### src/rtl/intersection_phase_scheduler_pkg.sv
// Shared state, direction and lamp encodings for the intersection phase scheduler.
package intersection_phase_scheduler_pkg;

    localparam logic [2:0] ST_PARK = 3'd0;
    localparam logic [2:0] ST_NS_G = 3'd1;
    localparam logic [2:0] ST_NS_Y = 3'd2;
    localparam logic [2:0] ST_CLR  = 3'd3;
    localparam logic [2:0] ST_EW_G = 3'd4;
    localparam logic [2:0] ST_EW_Y = 3'd5;
    localparam logic [2:0] ST_WALK = 3'd6;

    localparam logic DIR_NS = 1'b0;
    localparam logic DIR_EW = 1'b1;

    // Head lamp vectors are ordered {red, yellow, green}.
    localparam logic [2:0] LAMP_RED    = 3'b100;
    localparam logic [2:0] LAMP_YELLOW = 3'b010;
    localparam logic [2:0] LAMP_GREEN  = 3'b001;

    function automatic logic [2:0] head_lamps(input logic [2:0] st, input logic dir);
        logic [2:0] lamps;
        lamps = LAMP_RED;
        if (dir == DIR_NS) begin
            if (st == ST_NS_G)      lamps = LAMP_GREEN;
            else if (st == ST_NS_Y) lamps = LAMP_YELLOW;
        end else begin
            if (st == ST_EW_G)      lamps = LAMP_GREEN;
            else if (st == ST_EW_Y) lamps = LAMP_YELLOW;
        end
        return lamps;
    endfunction

    function automatic logic [2:0] green_of(input logic dir);
        return (dir == DIR_NS) ? ST_NS_G : ST_EW_G;
    endfunction

endpackage

### src/rtl/intersection_phase_scheduler_phase_timer.sv
// Phase down-counter: loads duration-1 on a strobe, stops at zero, flags done at zero.
module intersection_phase_scheduler_phase_timer #(
    parameter int TW = 4,
    parameter logic [TW-1:0] RESET_VALUE = '0
) (
    input  logic          clk,
    input  logic          reset,
    input  logic          load,
    input  logic [TW-1:0] load_value,
    output logic [TW-1:0] count,
    output logic          done
);

    always_ff @(posedge clk) begin
        if (reset)
            count <= RESET_VALUE;
        else if (load)
            count <= load_value;
        else if (count != '0)
            count <= count - 1'b1;
    end

    assign done = (count == '0);

endmodule

### src/rtl/intersection_phase_scheduler.sv
// Two-way intersection sequencer: NS/EW greens with yellow and all-red clearance,
// demand-driven early green termination and a latched pedestrian walk phase.
module intersection_phase_scheduler
    import intersection_phase_scheduler_pkg::*;
#(
    parameter int GREEN_CYCLES     = 8,
    parameter int MIN_GREEN_CYCLES = 4,
    parameter int YELLOW_CYCLES    = 3,
    parameter int ALL_RED_CYCLES   = 2,
    parameter int WALK_CYCLES      = 6,
    parameter int TW               = 4
) (
    input  logic       clk,
    input  logic       reset,
    input  logic       enable,
    input  logic       ns_req,
    input  logic       ew_req,
    input  logic       ped_req,
    output logic       ns_red,
    output logic       ns_yellow,
    output logic       ns_green,
    output logic       ew_red,
    output logic       ew_yellow,
    output logic       ew_green,
    output logic       walk,
    output logic       ped_pending,
    output logic [2:0] phase
);

    localparam logic [TW-1:0] GREEN_LOAD   = TW'(GREEN_CYCLES - 1);
    localparam logic [TW-1:0] YELLOW_LOAD  = TW'(YELLOW_CYCLES - 1);
    localparam logic [TW-1:0] ALL_RED_LOAD = TW'(ALL_RED_CYCLES - 1);
    localparam logic [TW-1:0] WALK_LOAD    = TW'(WALK_CYCLES - 1);

    logic [2:0]    state, next_state;
    logic          next_dir, next_dir_d;
    logic [TW-1:0] timer_count, load_value;
    logic          timer_done, timer_load, min_met, walk_entry;

    // Timer counts down from GREEN-1, so elapsed green cycles = GREEN - timer.
    assign min_met    = (int'(timer_count) + MIN_GREEN_CYCLES) <= GREEN_CYCLES;
    assign walk_entry = (next_state == ST_WALK) && (state != ST_WALK);
    assign timer_load = (next_state != state) || ((state == ST_PARK) && !enable);

    intersection_phase_scheduler_phase_timer #(
        .TW          (TW),
        .RESET_VALUE (ALL_RED_LOAD)
    ) u_phase_timer (
        .clk        (clk),
        .reset      (reset),
        .load       (timer_load),
        .load_value (load_value),
        .count      (timer_count),
        .done       (timer_done)
    );

    always_comb begin
        next_state = state;
        next_dir_d = next_dir;
        case (state)
            ST_PARK: begin
                if (enable && timer_done)
                    next_state = green_of(next_dir);
            end
            ST_NS_G: begin
                if (timer_done || (min_met && (!enable || ((ew_req || ped_pending) && !ns_req)))) begin
                    next_state = ST_NS_Y;
                    next_dir_d = DIR_EW;
                end
            end
            ST_EW_G: begin
                if (timer_done || (min_met && (!enable || ((ns_req || ped_pending) && !ew_req)))) begin
                    next_state = ST_EW_Y;
                    next_dir_d = DIR_NS;
                end
            end
            ST_NS_Y, ST_EW_Y: begin
                if (timer_done)
                    next_state = ST_CLR;
            end
            ST_CLR: begin
                if (timer_done) begin
                    if (!enable)          next_state = ST_PARK;
                    else if (ped_pending) next_state = ST_WALK;
                    else                  next_state = green_of(next_dir);
                end
            end
            ST_WALK: begin
                if (timer_done)
                    next_state = enable ? green_of(next_dir) : ST_PARK;
            end
            default: next_state = ST_PARK;
        endcase
    end

    always_comb begin
        case (next_state)
            ST_NS_G, ST_EW_G: load_value = GREEN_LOAD;
            ST_NS_Y, ST_EW_Y: load_value = YELLOW_LOAD;
            ST_WALK:          load_value = WALK_LOAD;
            default:          load_value = ALL_RED_LOAD;
        endcase
    end

    always_ff @(posedge clk) begin
        if (reset) begin
            state                         <= ST_PARK;
            next_dir                      <= DIR_NS;
            ped_pending                   <= 1'b0;
            {ns_red, ns_yellow, ns_green} <= LAMP_RED;
            {ew_red, ew_yellow, ew_green} <= LAMP_RED;
            walk                          <= 1'b0;
        end else begin
            state                         <= next_state;
            next_dir                      <= next_dir_d;
            {ns_red, ns_yellow, ns_green} <= head_lamps(next_state, DIR_NS);
            {ew_red, ew_yellow, ew_green} <= head_lamps(next_state, DIR_EW);
            walk                          <= (next_state == ST_WALK);
            // Clearing on walk entry takes priority over a request in the same cycle.
            if (walk_entry)
                ped_pending <= 1'b0;
            else if (ped_req && (state != ST_WALK))
                ped_pending <= 1'b1;
        end
    end

    assign phase = state;

endmodule
### config.mk
export PLATFORM = sky130hd
export DESIGN_NAME = intersection_phase_scheduler
export DESIGN_NICKNAME = d
export VERILOG_FILES = /design/src/rtl/intersection_phase_scheduler_pkg.sv /design/src/rtl/intersection_phase_scheduler_phase_timer.sv /design/src/rtl/intersection_phase_scheduler.sv
export SDC_FILE = /design/constraint.sdc
export NUM_CORES = 1
export LEC_CHECK = 0
export CORE_MARGIN = 4
export CORE_UTILIZATION = 50
export CTS_CLUSTER_DIAMETER = 50
export DETAILED_ROUTE_END_ITERATION = 16
export GPL_ROUTABILITY_DRIVEN = 0
export HOLD_SLACK_MARGIN = 0.15
export PLACE_DENSITY_LB_ADDON = 0.1
export SLEW_MARGIN = 25
export SYNTH_ARGS = -nofsm -noshare
export SYNTH_HDL_FRONTEND = slang
export SYNTH_SLANG_ARGS = --single-unit
### constraint.sdc
create_clock -name clk -period 3.1 [get_ports clk]
set_clock_uncertainty 0.2 [all_clocks]
set_input_delay 0.465 -clock clk [delete_from_list [all_inputs] [get_ports clk]]
set_output_delay 0.465 -clock clk [all_outputs]
set_load 0.05 [all_outputs]
==> results of run 1 <==
[final timing paths]
kind / end / start / slack (ps) / cells past startpoint
worst max-delay path: u_phase_timer.count[0] / u_phase_timer.count[0] / 400 / 8
worst min register to register: next_dir / next_dir / 390 / 2
worst max register to register: u_phase_timer.count[0] / u_phase_timer.count[0] / 400 / 8
worst min-delay path: next_dir / next_dir / 390 / 2
[routing by layer]
layer / vias up / GRT usage
li1: 444 / -
met1: 418 / 0.2287
met2: 25 / 0.2881
met3: 6 / 0.02579
met4: 0 / 0.09607
met5: - / 0
[power groups by stage]
stage | Sequential, W | Clock, W | Combinational (W)
after global placement | 0.000302 | 0 | 0.000522
after global routing | 0.000307 | 0.000120 | 0.000585
final | 0.000299 | 0.000107 | 0.000534
after detailed placement | 0.000302 | 0 | 0.000533
after floorplan | 0.000357 | 0 | 0.000367
after CTS | 0.000298 | 0.000109 | 0.000535
[worst max-delay path, cell delays in order (launching register included)]
cell and delay (ps):
dfxtp_1 340, inv_1 60, ha_1 190, nor3b_4 410, a31oi_1 180, a211oi_2 310, mux2i_1 160, or4_1 540
a31o_1 220
[layout make-up]
class | instances | share of cell area
Timing Repair Buffer | 20 | 0.1676
Inverter | 4 | 0.01323
Clock buffer | 3 | 0.01985
Sequential cell | 16 | 0.2822
Tap cell | 25 | 0.02756
Multi-Input combinational cell | 86 | 0.4895
[stage by stage]
step / power (W) / util / area, sq um
after floorplan: 0.0007247 / - / 948.4
after global placement: 0.0008239 / 0.6305 / 1112
after detailed placement: 0.0008354 / 0.6305 / 1112
after CTS: 0.0009420 / 0.6433 / 1135
after global routing: 0.001013 / 0.6433 / 1135
final: 0.0009396 / 0.6433 / 1135
[layout by cell type (no fill, tap or decap), types with 2 or more instances in the layout]
master,instances
or2b_2,2
buf_4,4
nor3_1,5
nor4b_1,4
nor4_1,2
clkbuf_4,3
a311oi_1,3
nand2b_1,3
xnor2_1,4
nand3_1,2
clkdlybuf4s50_1,16
a31oi_1,3
nand2_1,8
nor2_1,13
inv_1,4
a21oi_1,6
or3_1,4
o21ai_0,4
dfxtp_1,16
and3_1,2
[registers in the layout, summed over array words and instances (netlist names)]
register             flops
u_phase_timer.count      4
phase                    3
ew_green                 1
ew_red                   1
ew_yellow                1
next_dir                 1
ns_green                 1
ns_red                   1
ns_yellow                1
ped_pending              1
walk                     1
[cell families after synthesis]
group,after synthesis
XOR/XNOR,4
multiplexers,1
adder cells (fa/ha/maj),2
AO/OA/AOI/OAI,25
flip-flops,16
AND/OR/NAND/NOR,54
buffers and inverters,9
[cells in the mapped netlist, drive strengths merged]
cell type / instances
nand2: 8
a2111oi: 1
a21o: 1
inv: 4
nor2: 13
a311oi: 3
a21oi: 6
dfxtp: 16
ha: 1
dlygate4sd3: 1
or3b: 1
maj3: 1
o21a: 1
o32ai: 1
xnor2: 4
or2b: 2
o211ai: 1
and2: 1
nor4bb: 1
buf: 3
and2b: 1
nand3: 2
or4: 1
a31oi: 3
nor4b: 4
nor4: 2
nand3b: 1
and3: 2
or3: 4
mux2i: 1
a31o: 2
o21ai: 5
clkbuf: 1
nand2b: 3
nor3: 5
nor3b: 2
a211oi: 1
nor2b: 1
==> flow_summary.toml, run 1 <==
[outcome]
outcome = "finished, final reports clean"

[yosys]
post-synth-top-area-cell = "dfxtp_1"
synth_top_family_by_area = "simple AND/OR/NAND/NOR gates"
synthesis.area_sq_um = 948.4
synth.avg_cell_area_sq_um = 8.544
yosysTopAreaCellShare = 0.3377
seq_area_frac_synth = 0.3377
synth_xor_area_frac = 0.03694
synth.area.mux_share = 0.01055
synthSimpleGateAreaFrac = 0.3351
synth-compound-area-share = 0.1794
synth_cell_types = 41
syn_inst = 111
synth_fp_nets = 118
synth-seq-cells = 16
synthAdderAreaFrac = 0.02375
yosys-top-cells-area = "dfxtp_1 34%, nor2_1 5.1%, nor4b_1 3.7%"
yosysWarnings = 0

[power_and_ir_drop]
ir_drop_v = 0.0004729
seqPwrFrac = 0.318
power_frac_clock = 0.114
combPwrFrac = 0.568
cellPowerDensity_mw_per_mm2 = 828.0
power.static_leakage_nw = 0.4033
p_sw_frac = 0.4455
p_int_w = 0.0005210
switchingPower_w = 0.0004186

[finish]
num_antenna_cells = 0
fill_cells = 169
fin_cells = 154
multiInputGateArea_sq_um = 555.5
synthToLayoutAreaGrowth_pct = 19.66
drive_gt1_frac = 0.1085
finalNetCount = 138
seq_area_sq_um = 320.3

[sta]
drv_slew = 0
fmax_ghz = 0.3708
rsz0062_at_grt = "false"
finalCritPeriodShare = 0.8700
holdWs_ps = 385.6
worst_slack_ps = 402.9
hold_violations = 0
finalSetupTns_ps = 0
timing.slew.headroom = 0.6617
setup_viol = 0
worstMarginPinSlew_ps = 505.9
final.min_clock_period_ps = 2697

[routing]
vias = 893
wirelength_um = 2153
route.met3.wl_um = 101
wl_met2_um = 1050
top_layer = "met4"
wl_met1_um = 941
routedWlPerCell_um = 13.98
drt_iter0_drc = 19
first_pass_iters = 4
vias_per_cell = 5.799
drc = 0
ant_nets = 0

[die]
die_w_um = 51.55
start_util = 0.5376
die_h_um = 51.55
design.die.area_sq_mm = 0.002657
rows = 15
num_io_pins = 17
core_area_sq_mm = 0.001764

[setup_path]
cp_max_fo = 9
worst_setup_path_end_kind = "register"
worstSetupStartpointType = "register"
path_class = "register to register"
critPathRequiredTime_ps = 3090
arrival_ps = 2680

[placed_design]
place_inst = 151
dp_hpwl_um = 1637
port_buffers = 16
pre_cts_ws_ps = 317.8

[clock_tree]
cts_resized = 0
h-tree-depth = 1
clk_pin_slew_ps = 90
numCtsBuffers = 3
cts_buffer_depth = 2
post_cts_buffers = 0
numClockSinks = 16
cts_hold_buffers = 0
cts_tree = "done"
insertion_delay_ps = 280
cts_root_buf = "clkbuf_4"

[global_routing]
grt_pass1_wl_um = 3512
grt_usage = 0.1787
globalRoute.totalOverflow = 0
grt_max_degree = 15
first_global_vias = 793
antenna_found_initial = 0

[run]
drv_cap = 0

[min_path]
hp-class = "register to register"
No activity file was read; power rests on OpenSTA's default activity.
==> inputs of run 2 (changes only) <==
--- a/config.mk
+++ b/config.mk
@@ -5,13 +5,13 @@
 export SDC_FILE = /design/constraint.sdc
 export NUM_CORES = 1
 export LEC_CHECK = 0
-export CORE_MARGIN = 4
+export CORE_MARGIN = 1.5
 export CORE_UTILIZATION = 50
 export CTS_CLUSTER_DIAMETER = 50
 export DETAILED_ROUTE_END_ITERATION = 16
 export GPL_ROUTABILITY_DRIVEN = 0
 export HOLD_SLACK_MARGIN = 0.15
-export PLACE_DENSITY_LB_ADDON = 0.1
+export PLACE_DENSITY_LB_ADDON = 0.2
 export SLEW_MARGIN = 25
 export SYNTH_ARGS = -nofsm -noshare
 export SYNTH_HDL_FRONTEND = slang
==> flow_summary.toml, run 2 (synthesis gave the netlist of run 1 again) <==
[outcome]
outcome = "finished, final reports clean"

[setup_path]
arrival_ps = 2690
cpPeakStageDelay_ps = 550
cp_max_fo = 9
worst-path-buf-inv = 1
worst_setup_path_end_kind = "register"
path_cells = "inv_1 -> ha_1 -> nor3b_4 -> a31oi_1 -> a211oi_2 -> mux2i_1 -> or4_1 -> a31o_1"
cp_top_family = "simple AND/OR/NAND/NOR gates"
path_class = "register to register"
slowest_stage = "or4_1"
worstSetupStartpointType = "register"
critPathRequiredTime_ps = 3080

[clock_tree]
numClockSinks = 16
numCtsBuffers = 3
cts_hold_buffers = 0
cts_buffer_depth = 2
post_cts_buffers = 0
insertion_delay_ps = 280
clk_pin_slew_ps = 80
h-tree-depth = 1
cts_resized = 0
cts_tree = "done"
cts_root_buf = "clkbuf_4"

[global_routing]
globalRoute.totalOverflow = 0
antenna_found_initial = 0
grt_max_degree = 15
grt_usage = 0.2494
first_global_vias = 841
grt_pass1_wl_um = 3788

[routing]
wl_met1_um = 939
wirelength_um = 2160
vias_per_cell = 5.721
drc = 0
top_layer = "met4"
drt_iter0_drc = 20
routedWlPerCell_um = 14.03
first_pass_iters = 4
ant_nets = 0
route.met3.wl_um = 81
wl_met2_um = 1127
vias = 881

[finish]
final_util = 0.6502
layout_common_cells = "16 x dfxtp_1, 16 x clkdlybuf4s50_1, 13 x nor2_1, 8 x nand2_1, 6 x a21oi_1"
drive_gt1_frac = 0.1085
finalNetCount = 138
num_antenna_cells = 0
top_register = "u_phase_timer.count"
largest_register_ffs = 4
synthToLayoutAreaGrowth_pct = 19.66

[placed_design]
dp_hpwl_um = 1653
port_buffers = 16

[power_and_ir_drop]
ir_drop_v = 0.0005801
cellPowerDensity_mw_per_mm2 = 825.1
power.static_leakage_nw = 0.4033

[die]
die_w_um = 46.55
core_area_sq_mm = 0.001745
design.die.area_sq_mm = 0.002167
rows = 15
die_h_um = 46.55
start_util = 0.5434
num_io_pins = 17

[run]
drv_cap = 0

[sta]
worstMarginPinSlew_ps = 639.5
finalCritPeriodShare = 0.8761
hold_violations = 0
fmax_ghz = 0.3682
drv_slew = 0
finalSetupTns_ps = 0
rsz0062_at_grt = "false"
setup_viol = 0
final.min_clock_period_ps = 2716
timing.slew.headroom = 0.5677

[min_path]
hp-class = "register to register"
run 2: cell counts in the layout (fill, tap and decap cells not counted):
No cell type changed its count.
run 2: power breakdown:
group          total, W  switching, W  leakage [nW]  internal [W]
Combinational  0.000535      0.000304         0.259      0.000231
Sequential     0.000299     0.0000530         0.130      0.000246
Clock          0.000103     0.0000576        0.0138     0.0000450
run 2: final cells by class:
cell class | instances | area [sq um]
clock buffer | 3 | 22.52
fill | 165 | 610.6
inverter | 4 | 15.01
multi-input combinational | 86 | 555.5
sequential | 16 | 320.3
tap | 25 | 31.28
timing repair buffer | 20 | 190.2
run 2: stage by stage:
step	total power (W)	setup slack (ps)	hold slack (ps)	std cells	area, sq um
finish	0.0009364	384.2	385.0	154	1135
global placement	0.0008213	386.8	369.0	151	1112
global route	0.001013	184.9	466.7	154	1135
CTS	0.0009443	377.8	384.0	154	1135
floorplan	0.0007247	416.1	321.9	111	948.4
detailed placement	0.0008389	318.7	367.9	151	1112
run 2: final timing paths:
| path | startpoint | end | slack (ps) | cells past startpoint |
|---|---|---|---|---|
| worst max-delay path | u_phase_timer.count[0] | u_phase_timer.count[0] | 380 | 8 |
| worst min-delay path | next_dir | next_dir | 380 | 2 |
| worst max register to register | u_phase_timer.count[0] | u_phase_timer.count[0] | 380 | 8 |
| worst min register to register | next_dir | next_dir | 380 | 2 |
run 2: metal layers:
metal	vias up	global-route usage
met3	2	0.06275
met5	-	0
met4	0	0.09143
li1	441	-
met1	422	0.3278
met2	16	0.3917
run 2: worst reg2reg max path, cell delays in order, from the launching register on:
cell	delay, ps
dfxtp_1	350
inv_1	60
ha_1	200
nor3b_4	390
a31oi_1	160
a211oi_2	310
mux2i_1	180
or4_1	550
a31o_1	220
